`config.mk`:
```
export PLATFORM = sky130hd
export DESIGN_NAME = adia_clk_sched
export DESIGN_NICKNAME = d
export VERILOG_FILES = /design/src/rtl/adia_pkg.sv /design/src/rtl/adia_phase_gen.sv /design/src/rtl/adia_clk_sched.sv
export SDC_FILE = /design/constraint.sdc
export NUM_CORES = 1
export LEC_CHECK = 0
export BUFFER_PORTS_ARGS = -buffer_cell sky130_fd_sc_hd__buf_2
export CAP_MARGIN = 10
export CORE_MARGIN = 4
export CORE_UTILIZATION = 32
export CTS_CLUSTER_SIZE = 24
export DETAILED_ROUTE_END_ITERATION = 10
export SETUP_SLACK_MARGIN = 0.1
export SYNTH_ARGS = -nofsm -noshare
export SYNTH_HDL_FRONTEND = slang
export SYNTH_SLANG_ARGS = --single-unit
```
`constraint.sdc`:
```
create_clock -name clk -period 4.2 [get_ports clk]
set_input_delay 1.26 -clock clk [delete_from_list [all_inputs] [get_ports clk]]
set_output_delay 1.26 -clock clk [all_outputs]
set_load 0.01 [all_outputs]
```
`src/rtl/adia_pkg.sv`:
```
// Shared types for the adiabatic power-clock scheduler: phase ramp states,
// scheduler FSM states and the level-code width helper.
package adia_pkg;

  typedef enum logic [1:0] {
    PH_EVAL  = 2'd0,
    PH_HOLD  = 2'd1,
    PH_RECOV = 2'd2,
    PH_WAIT  = 2'd3
  } ph_state_t;

  typedef enum logic [1:0] {
    IDLE  = 2'd0,
    RUN   = 2'd1,
    ABORT = 2'd2
  } sched_state_t;

  function automatic int lvl_w(input int steps);
    return $clog2(steps + 1);
  endfunction

endpackage

```
`src/rtl/adia_phase_gen.sv`:
```
// One power-clock phase: ramp state/level from the shared quarter/step counters,
// plus the down-counter that ramps the phase to zero during an abort.
module adia_phase_gen
  import adia_pkg::*;
#(
  parameter int RAMP_STEPS = 8,
  parameter int CNT_W      = 8,
  parameter int QC_W       = CNT_W + 3,
  parameter int STEP_W     = 3,
  parameter int LVL_W      = 4
) (
  input  logic               clk,
  input  logic               rst,
  input  logic [2:0]         phase,
  input  logic [QC_W-1:0]    qc,
  input  logic [STEP_W-1:0]  step,
  input  logic [CNT_W-1:0]   ops,
  input  sched_state_t       fsm,
  output ph_state_t          state,
  output logic [LVL_W-1:0]   level
);

  logic [QC_W-1:0]  d;
  logic             act;
  ph_state_t        run_st;
  logic [LVL_W-1:0] run_lvl;
  logic [LVL_W-1:0] cnt;

  assign d   = qc - QC_W'(phase);
  assign act = (qc >= QC_W'(phase)) && (d < {1'b0, ops, 2'b00});

  always_comb begin
    run_st  = act ? ph_state_t'(d[1:0]) : PH_WAIT;
    run_lvl = '0;
    case (run_st)
      PH_EVAL:  run_lvl = LVL_W'(step) + LVL_W'(1);
      PH_HOLD:  run_lvl = LVL_W'(RAMP_STEPS);
      PH_RECOV: run_lvl = LVL_W'(RAMP_STEPS - 1) - LVL_W'(step);
      default:  run_lvl = '0;
    endcase
  end

  // Tracks one below the live level while running, so the first abort cycle
  // already steps down by one without a separate load strobe.
  always_ff @(posedge clk or posedge rst) begin
    if (rst)
      cnt <= '0;
    else if (fsm == RUN)
      cnt <= (run_lvl != '0) ? run_lvl - LVL_W'(1) : '0;
    else if (fsm == ABORT && cnt != '0)
      cnt <= cnt - LVL_W'(1);
  end

  always_comb begin
    state = PH_WAIT;
    level = '0;
    case (fsm)
      RUN: begin
        state = run_st;
        level = run_lvl;
      end
      ABORT: begin
        state = (cnt != '0) ? PH_RECOV : PH_WAIT;
        level = cnt;
      end
      default: ;
    endcase
  end

endmodule

```
`src/rtl/adia_clk_sched.sv`:
```
// Multi-phase trapezoidal power-clock scheduler for the adiabatic ALU.
// Optional ADIA_STALL_EN adds stall_i, which freezes the run in place.
module adia_clk_sched
  import adia_pkg::*;
#(
  parameter  int NUM_PHASES = 4,
  parameter  int RAMP_STEPS = 8,
  parameter  int CNT_W      = 8,
  localparam int LVL_W      = lvl_w(RAMP_STEPS)
) (
  input  logic                        clk,
  input  logic                        rst,
  input  logic                        start_i,
  input  logic [CNT_W-1:0]            ops_i,
  input  logic                        abort_i,
`ifdef ADIA_STALL_EN
  input  logic                        stall_i,
`endif
  output logic                        busy_o,
  output logic                        done_o,
  output logic                        aborted_o,
  output logic                        valid_o,
  output logic [2*NUM_PHASES-1:0]     ph_state_o,
  output logic [LVL_W*NUM_PHASES-1:0] ph_level_o
);

  localparam int QC_W   = CNT_W + 3;
  localparam int STEP_W = (RAMP_STEPS > 1) ? $clog2(RAMP_STEPS) : 1;

  sched_state_t st, st_nx;
  logic [QC_W-1:0]   qc, q_last;
  logic [STEP_W-1:0] step;
  logic [CNT_W-1:0]  ops;
  logic stall, step_wrap, last_cyc, all_zero, done_nx, aborted_nx;
  logic [NUM_PHASES-1:0][1:0]       pst;
  logic [NUM_PHASES-1:0][LVL_W-1:0] lvl;

`ifdef ADIA_STALL_EN
  assign stall = stall_i && (st == RUN);
`else
  assign stall = 1'b0;
`endif

  assign q_last    = {1'b0, ops, 2'b00} + QC_W'(NUM_PHASES - 2);
  assign step_wrap = (step == STEP_W'(RAMP_STEPS - 1));
  assign last_cyc  = step_wrap && (qc == q_last);
  assign all_zero  = (lvl == '0);

  always_ff @(posedge clk or posedge rst) begin
    if (rst) begin
      st        <= IDLE;
      done_o    <= 1'b0;
      aborted_o <= 1'b0;
    end else begin
      st        <= st_nx;
      done_o    <= done_nx;
      aborted_o <= aborted_nx;
    end
  end

  // Stall outranks both completion and abort; completion outranks abort.
  always_comb begin
    st_nx      = st;
    done_nx    = 1'b0;
    aborted_nx = 1'b0;
    case (st)
      IDLE:
        if (start_i) begin
          if (ops_i != '0) st_nx = RUN;
          else             done_nx = 1'b1;
        end
      RUN:
        if (!stall) begin
          if (last_cyc) begin
            st_nx   = IDLE;
            done_nx = 1'b1;
          end else if (abort_i) begin
            st_nx = ABORT;
          end
        end
      ABORT:
        if (all_zero) begin
          st_nx      = IDLE;
          done_nx    = 1'b1;
          aborted_nx = 1'b1;
        end
      default: st_nx = IDLE;
    endcase
  end

  always_comb begin
    busy_o  = (st != IDLE);
    valid_o = (st == RUN) && !stall && step_wrap && (pst[NUM_PHASES-1] == PH_HOLD);
  end

  always_ff @(posedge clk or posedge rst) begin
    if (rst) begin
      qc   <= '0;
      step <= '0;
      ops  <= '0;
    end else if (st == IDLE) begin
      qc   <= '0;
      step <= '0;
      if (start_i) ops <= ops_i;
    end else if (st == RUN && !stall) begin
      if (step_wrap) begin
        step <= '0;
        qc   <= qc + QC_W'(1);
      end else begin
        step <= step + STEP_W'(1);
      end
    end
  end

  for (genvar p = 0; p < NUM_PHASES; p++) begin : g_ph
    adia_phase_gen #(
      .RAMP_STEPS (RAMP_STEPS),
      .CNT_W      (CNT_W),
      .QC_W       (QC_W),
      .STEP_W     (STEP_W),
      .LVL_W      (LVL_W)
    ) u_ph (
      .clk   (clk),
      .rst   (rst),
      .phase (3'(p)),
      .qc    (qc),
      .step  (step),
      .ops   (ops),
      .fsm   (st),
      .state (pst[p]),
      .level (lvl[p])
    );
  end

  assign ph_state_o = pst;
  assign ph_level_o = lvl;

endmodule
```
; Word level (Yosys, flattened, before mapping)
; Index checks and enable logic that the tools add are counted.
[word_totals]
ff_bits = 42
latchBits = 0
ramBits = 0
mem_bits_ro = 0
in_bits = 12
output_inout_bits = 28
word_cells = 137
memories = 0
[op_classes]
n_addsub = 16
n_mul = 0
div = 0
n_lt_le_gt_ge = 8
eq_ne = 17
shifts = 0
n_mux = 50
n_bitwise = 0
reduce_logical = 36
[ops]
columns = cell, count
row1 = 4-bit 2-to-1 mux, 12
row2 = 4-bit case mux with 3 select lines, 4
row3 = 11-bit by 10-bit < comparator with 1-bit output, 4
row4 = 11-bit 2-to-1 mux, 3
row5 = 4-bit case mux with 2 select lines, 4
row6 = 4-bit nonzero test, 8
row7 = 4-bit by 1-bit subtractor with 4-bit output (second input constant), 8
row8 = 11-bit by 1-bit greater-or-equal comparator with 1-bit output (second input constant), 2
row9 = 11-bit by 2-bit greater-or-equal comparator with 1-bit output (second input constant), 2
row10 = 11-bit by 2-bit subtractor with 11-bit output (second input constant), 2
row11 = 2-bit 2-to-1 mux, 9
row12 = 16-bit zero test, 1
row13 = 2-bit case mux with 2 select lines, 4
row14 = 2-bit nonzero test, 7
row15 = 2-bit by 1-bit equality test with 1-bit output (second input constant), 6
row16 = 10-bit by 2-bit adder with 11-bit output (second input constant), 1
row17 = 11-bit by 1-bit adder with 11-bit output (second input constant), 1
row18 = 11-bit equality test, 1
row19 = 1-bit logical AND, 11
row20 = 11-bit by 1-bit subtractor with 11-bit output (second input constant), 1
row21 = 2-bit equality test (second input constant), 5
row22 = 2-bit zero test, 5
row23 = 1-bit 2-to-1 mux, 9
row24 = 3-bit 2-to-1 mux, 3
row25 = other kinds (11), 14

; Longest topological paths before layout
[logic_depth]
ltp_word = 10
depth_mapped = 16
mapped_depth_nobuf = 14

; Modules after synthesis
; A second synthesis with hierarchy kept.
[unflattened]
hier_cells = 651
hier_area_um2 = 5281.3
[by_module_without_submodules]
columns = module, instances, cells_each, area_per_inst_um2, seq_area_each_um2
row1 = adia_phase_gen (g_ph[0].u_ph ...), 3, 128, 964.7, 100.1
row2 = adia_clk_sched, 1, 137, 1423.9, 650.6
row3 = adia_phase_gen (g_ph[1].u_ph), 1, 130, 963.4, 100.1

; Worst setup path after synthesis
; No wires, ideal clock.
[synth_path]
path_type = flip-flop to output port
from = register qc[2]
to = output ph_state_o[4]
arrival_time_ps = 3218
t_required_ps = 2940
slack_ps = -278
stages_incl_launch_ff = 14
path_buffers = 2
cell_sequence = dfrtp_1 buf_2 inv_1 ha_1 nor3b_4 nand2_1 xnor2_1 ha_1 and3_1 a221oi_1 nand2_1 or3_1 buf_2 a221o_1
[synth_via]
elab_chain_cells = 5
word_cells_on_any_way = 6
classes_between = 1 x add/sub / 2 x order compare / 2 x mux / 1 x reduce/logical
[synth_lines]
columns = item, line
row1 = "start, declared", adia_clk_sched.sv:31  ; logic [QC_W-1:0] qc, q_last;
row2 = "start signal, assigned", adia_clk_sched.sv:108  ; qc <= qc + QC_W'(1);
row3 = 11-bit by 2-bit subtractor with 11-bit output, adia_phase_gen.sv:29  ; assign d = qc - QC_W'(phase);
row4 = 11-bit by 10-bit < comparator with 1-bit output, adia_phase_gen.sv:30  ; assign act = (qc >= QC_W'(phase)) && (d < {1'b0, ops, 2'b00});
row5 = 1-bit logical AND *, adia_phase_gen.sv:30
row6 = 2-bit 2-to-1 mux *, adia_phase_gen.sv:33  ; run_st = act ? ph_state_t'(d[1:0]) : PH_WAIT;
row7 = 2-bit case mux with 2 select lines *, adia_phase_gen.sv:57  ; case (fsm)
row8 = "end, declared", adia_clk_sched.sv:23  ; output logic [2*NUM_PHASES-1:0] ph_state_o,
; Every way passes the cells marked *; elsewhere a longest branch is shown, timed or not.

; Worst setup path in the final report
[layout_path]
from = register qc[1]
to = output ph_level_o[9]
[layout_via]
elab_chain_cells = 7
word_cells_on_any_way = 10
classes_between = 1 x add/sub / 2 x order compare / 2 x eq/ne / 3 x mux / 2 x reduce/logical
[layout_lines]
columns = item, line
row1 = 11-bit by 2-bit subtractor with 11-bit output, adia_phase_gen.sv:29
row2 = 11-bit by 10-bit < comparator with 1-bit output, adia_phase_gen.sv:30
row3 = 1-bit logical AND, adia_phase_gen.sv:30
row4 = 2-bit 2-to-1 mux *, adia_phase_gen.sv:33
row5 = 2-bit equality test (tied with other cells), adia_phase_gen.sv:35  ; case (run_st)
row6 = 4-bit case mux with 3 select lines *, adia_phase_gen.sv:35
row7 = 4-bit case mux with 2 select lines *, adia_phase_gen.sv:57
row8 = "end, declared", adia_clk_sched.sv:24  ; output logic [LVL_W*NUM_PHASES-1:0] ph_level_o
; Marks and branches as above.

==> results.yml <==
status:
  status: "finished, violations left"
  violations: "setup timing"
synthesis:
  postSynthCellCount: 543
  synth.largest_area_cell: "dfrtp_1"
  yosysWarnings: 0
  ys_top_cells_by_area: "dfrtp_1, ha_1, xnor2_1, nor2_1, nand2_1"
  syn_area_mm2: 0.00449
  ys_seq_area_share_pct: 23.4
  synth_edf_count: 0
  ys_types: 75
  synth-seq-cells: 42
  netlist.area_leader.share_pct: 23.4
  ys_async_sr_fraction_pct: 100
  synth_fp_nets: 602
  syn_avg_cell_area_um2: 8.27
  synth_ff_type: "dfrtp_1"
sta:
  worst_pin_slew_ps: 678
  clock.fmax_mhz: 226
  setup_ws_ps: -225
  slew_viol_final: 0
  setup_viol_count_final: 16
  post-route-period-util_pct: 105
  rsz0062_at_grt: "yes"
  finClkSkew_ps: 7.51
  fin_crit_ps: 4420
  slew_headroom_pct: 54.8
  hold_violations: 0
clock_tree:
  cts.sinks: 42
  clockBufferDepth: 2
  insertion_delay_ps: 290
  cts_tree: "yes"
  cts_buffers: 5
  cts_max_level: 2
  cts.reportedPaths.clkPinSlew_ps: 70
  holdBufCountCts: 0
  cts_root_buf: "clkbuf_16"
die:
  dieArea_mm2: 0.0160
  start_util_pct: 32.5
  pin_count: 40
  placementRows: 43
  die_w_um: 126
  die_y_um: 126
  core_area_mm2: 0.0138
setup_path:
  cpPeakStageDelay_ps: 430
  r2r-start: "qc[4]"
  end_kind: "primary output"
  startpoint_type: "flip-flop"
  rr_endpoint: "g_ph[1].u_ph.cnt[3]"
  cp_max_fo: 6
  worstSetupPathType: "flip-flop to primary output"
  slowest_stage: "dfrtp_2"
  reg2reg_setup_slack_ps: 660
  r2r_cells: 16
  worstPathCellList: "inv_4, ha_4, nor3b_4, nand2_1, xnor2_1, ha_1, and3_4, a221oi_4, nand2_2, or3_4, buf_4, o31ai_4, buf_2"
  required_ps: 2940
  worst-endpoint-arrival_ps: 3160
cells_and_area:
  diodes: 0
  drive_above_1_share_pct: 31.6
  finalNonFillerCells: 804
  fin_util_pct: 41.1
  layout_common_cells: "buf_4, nor2_1, nand2_1, ha_1, dfrtp_1"
  nNetsFinal: 682
  n_fill_cell: 1349
  area_growth_pct: 26.6
  fin_area_mm2: 0.00569
  final_common_cell: "buf_4"
worst_hold_path:
  hold_start: "ops[7]"
  hold_class: "flip-flop to flip-flop"
  whs_endpoint: "ops[7]"
  hold_path_depth: 1
placement:
  io_buffers: 39
  hpwl_um: 10700
  place_congestion: 0.948
  placed_cells: 781
  place_worst_setup_slack_ps: 3.33
  dpl_cell_area_mm2: 0.00515
global_route:
  grt_max_degree: 43
  grt-ovfl-total: 0
  grt_usage_pct: 17.0
  grt_pass1_vias: 4140
  antenna_found_initial: 0
  grt_pass1_wl_um: 22000
power:
  leakage_nw: 2.52
  pwr_density_cell_mw_per_mm2: 549
  ir_drop_uv: 403
drt:
  vias: 4410
  wirelength_um: 14100
  drtIter0Drc: 452
  dr.pass1.iters: 5
  antenna_left: 0
  vias_per_cell: 5.49
  avgRoutedWirePerCell_um: 17.5
  drc: 0
run:
  maxCapViolCount: 0
-- report_power, final --
group | total, mW | switching (mW) | internal, mW
Sequential | 0.670 | 0.133 | 0.538
Clock | 0.397 | 0.176 | 0.221
Combinational | 2.05 | 1.21 | 0.845
Total | 3.12 | 1.52 | 1.60
-- logic make-up (layout without fill, tap and decap cells) --
logic type | Yosys count | in the layout | share of synthesized area (%)
and+or+nand+nor | 199 | 199 | 23.6
AOI/OAI and AO/OA | 137 | 137 | 21.1
buffers and inverters | 62 | 143 | 7.10
adders and majority gates | 47 | 47 | 13.1
DFF | 42 | 42 | 23.4
xor gates and xnor gates | 39 | 39 | 7.60
muxes | 17 | 17 | 4.04
-- metrics by stage --
stage                     total power [mW]  hold slack (ps)  setup TNS [ps]
after floorplan                       1.89              479               0
after global placement                2.45              490               0
after detailed placement              2.51              500               0
after CTS                             3.04              514           -1310
after global routing                  3.35              525           -4470
final                                 3.12              512           -1990
-- registers in the layout (all words and copies together), names as in the netlist --
name and flops:
aborted_o 1, g_ph.u_ph.cnt 16, ops 8, step 3
done_o 1, qc 11, st 2
-- cells in the mapped netlist, drive strengths merged (8+ instances only) --
cell    instances
a21o            9
a21oi          37
buf            20
clkbuf         11
dfrtp          42
ha             47
inv            29
mux2            9
mux2i           8
nand2          51
nand2b         12
nand3          18
nand4           8
nor2           52
nor3           14
o21ai          29
or3             8
xnor2          25
xor2           14
-- area by class of cell --
cell class / count / area [µm²] / area share [%]
Multi-Input combinational cell: 439 / 3440 / 60.4
Sequential cell: 42 / 1050 / 18.5
Timing Repair Buffer: 104 / 707 / 12.4
Tap cell: 180 / 225 / 3.96
Clock buffer: 6 / 129 / 2.27
Inverter: 31 / 124 / 2.18
Clock inverter: 2 / 13.8 / 0.242
-- worst max path at each step --
stage,start,endpoint,slack (ps),depth (start not counted)
floorplan,qc[2],ph_state_o[4],50,13
global placement,qc[1],ph_state_o[4],40,12
detailed placement,qc[1],ph_level_o[6],3,14
CTS,qc[1],ph_state_o[4],-230,12
global route,qc[1],ph_state_o[4],-360,12
finish,qc[1],ph_level_o[9],-220,13
-- layer usage --
| metal | part of all wire [%] | up-vias | GRT usage, % |
|---|---|---|---|
| met5 | 0 | - | 0 |
| met4 | 2.7 | 0 | 5.24 |
| met3 | 5.1 | 30 | 2.48 |
| met2 | 45 | 153 | 27.0 |
| met1 | 47 | 2119 | 23.8 |
| li1 | - | 2108 | - |
-- repair_timing --
action / 4_1_cts / 5_1_grt
setup buffers: 11 / 5
endpoints found under the setup margin: 19 / 23
pin swaps: 29 / 15
gates resized for setup: 42 / 22
-- worst max-delay path: cells and delay by family (launching register included) --
family          cells  cell delay [ps]
flops               1              430
xor+xnor            1              140
simple gates        5             1050
compound gates      2              430
buf+inv             3              380
fa+ha+maj           2              440
Note: power is estimated with default switching activity, not from simulation.
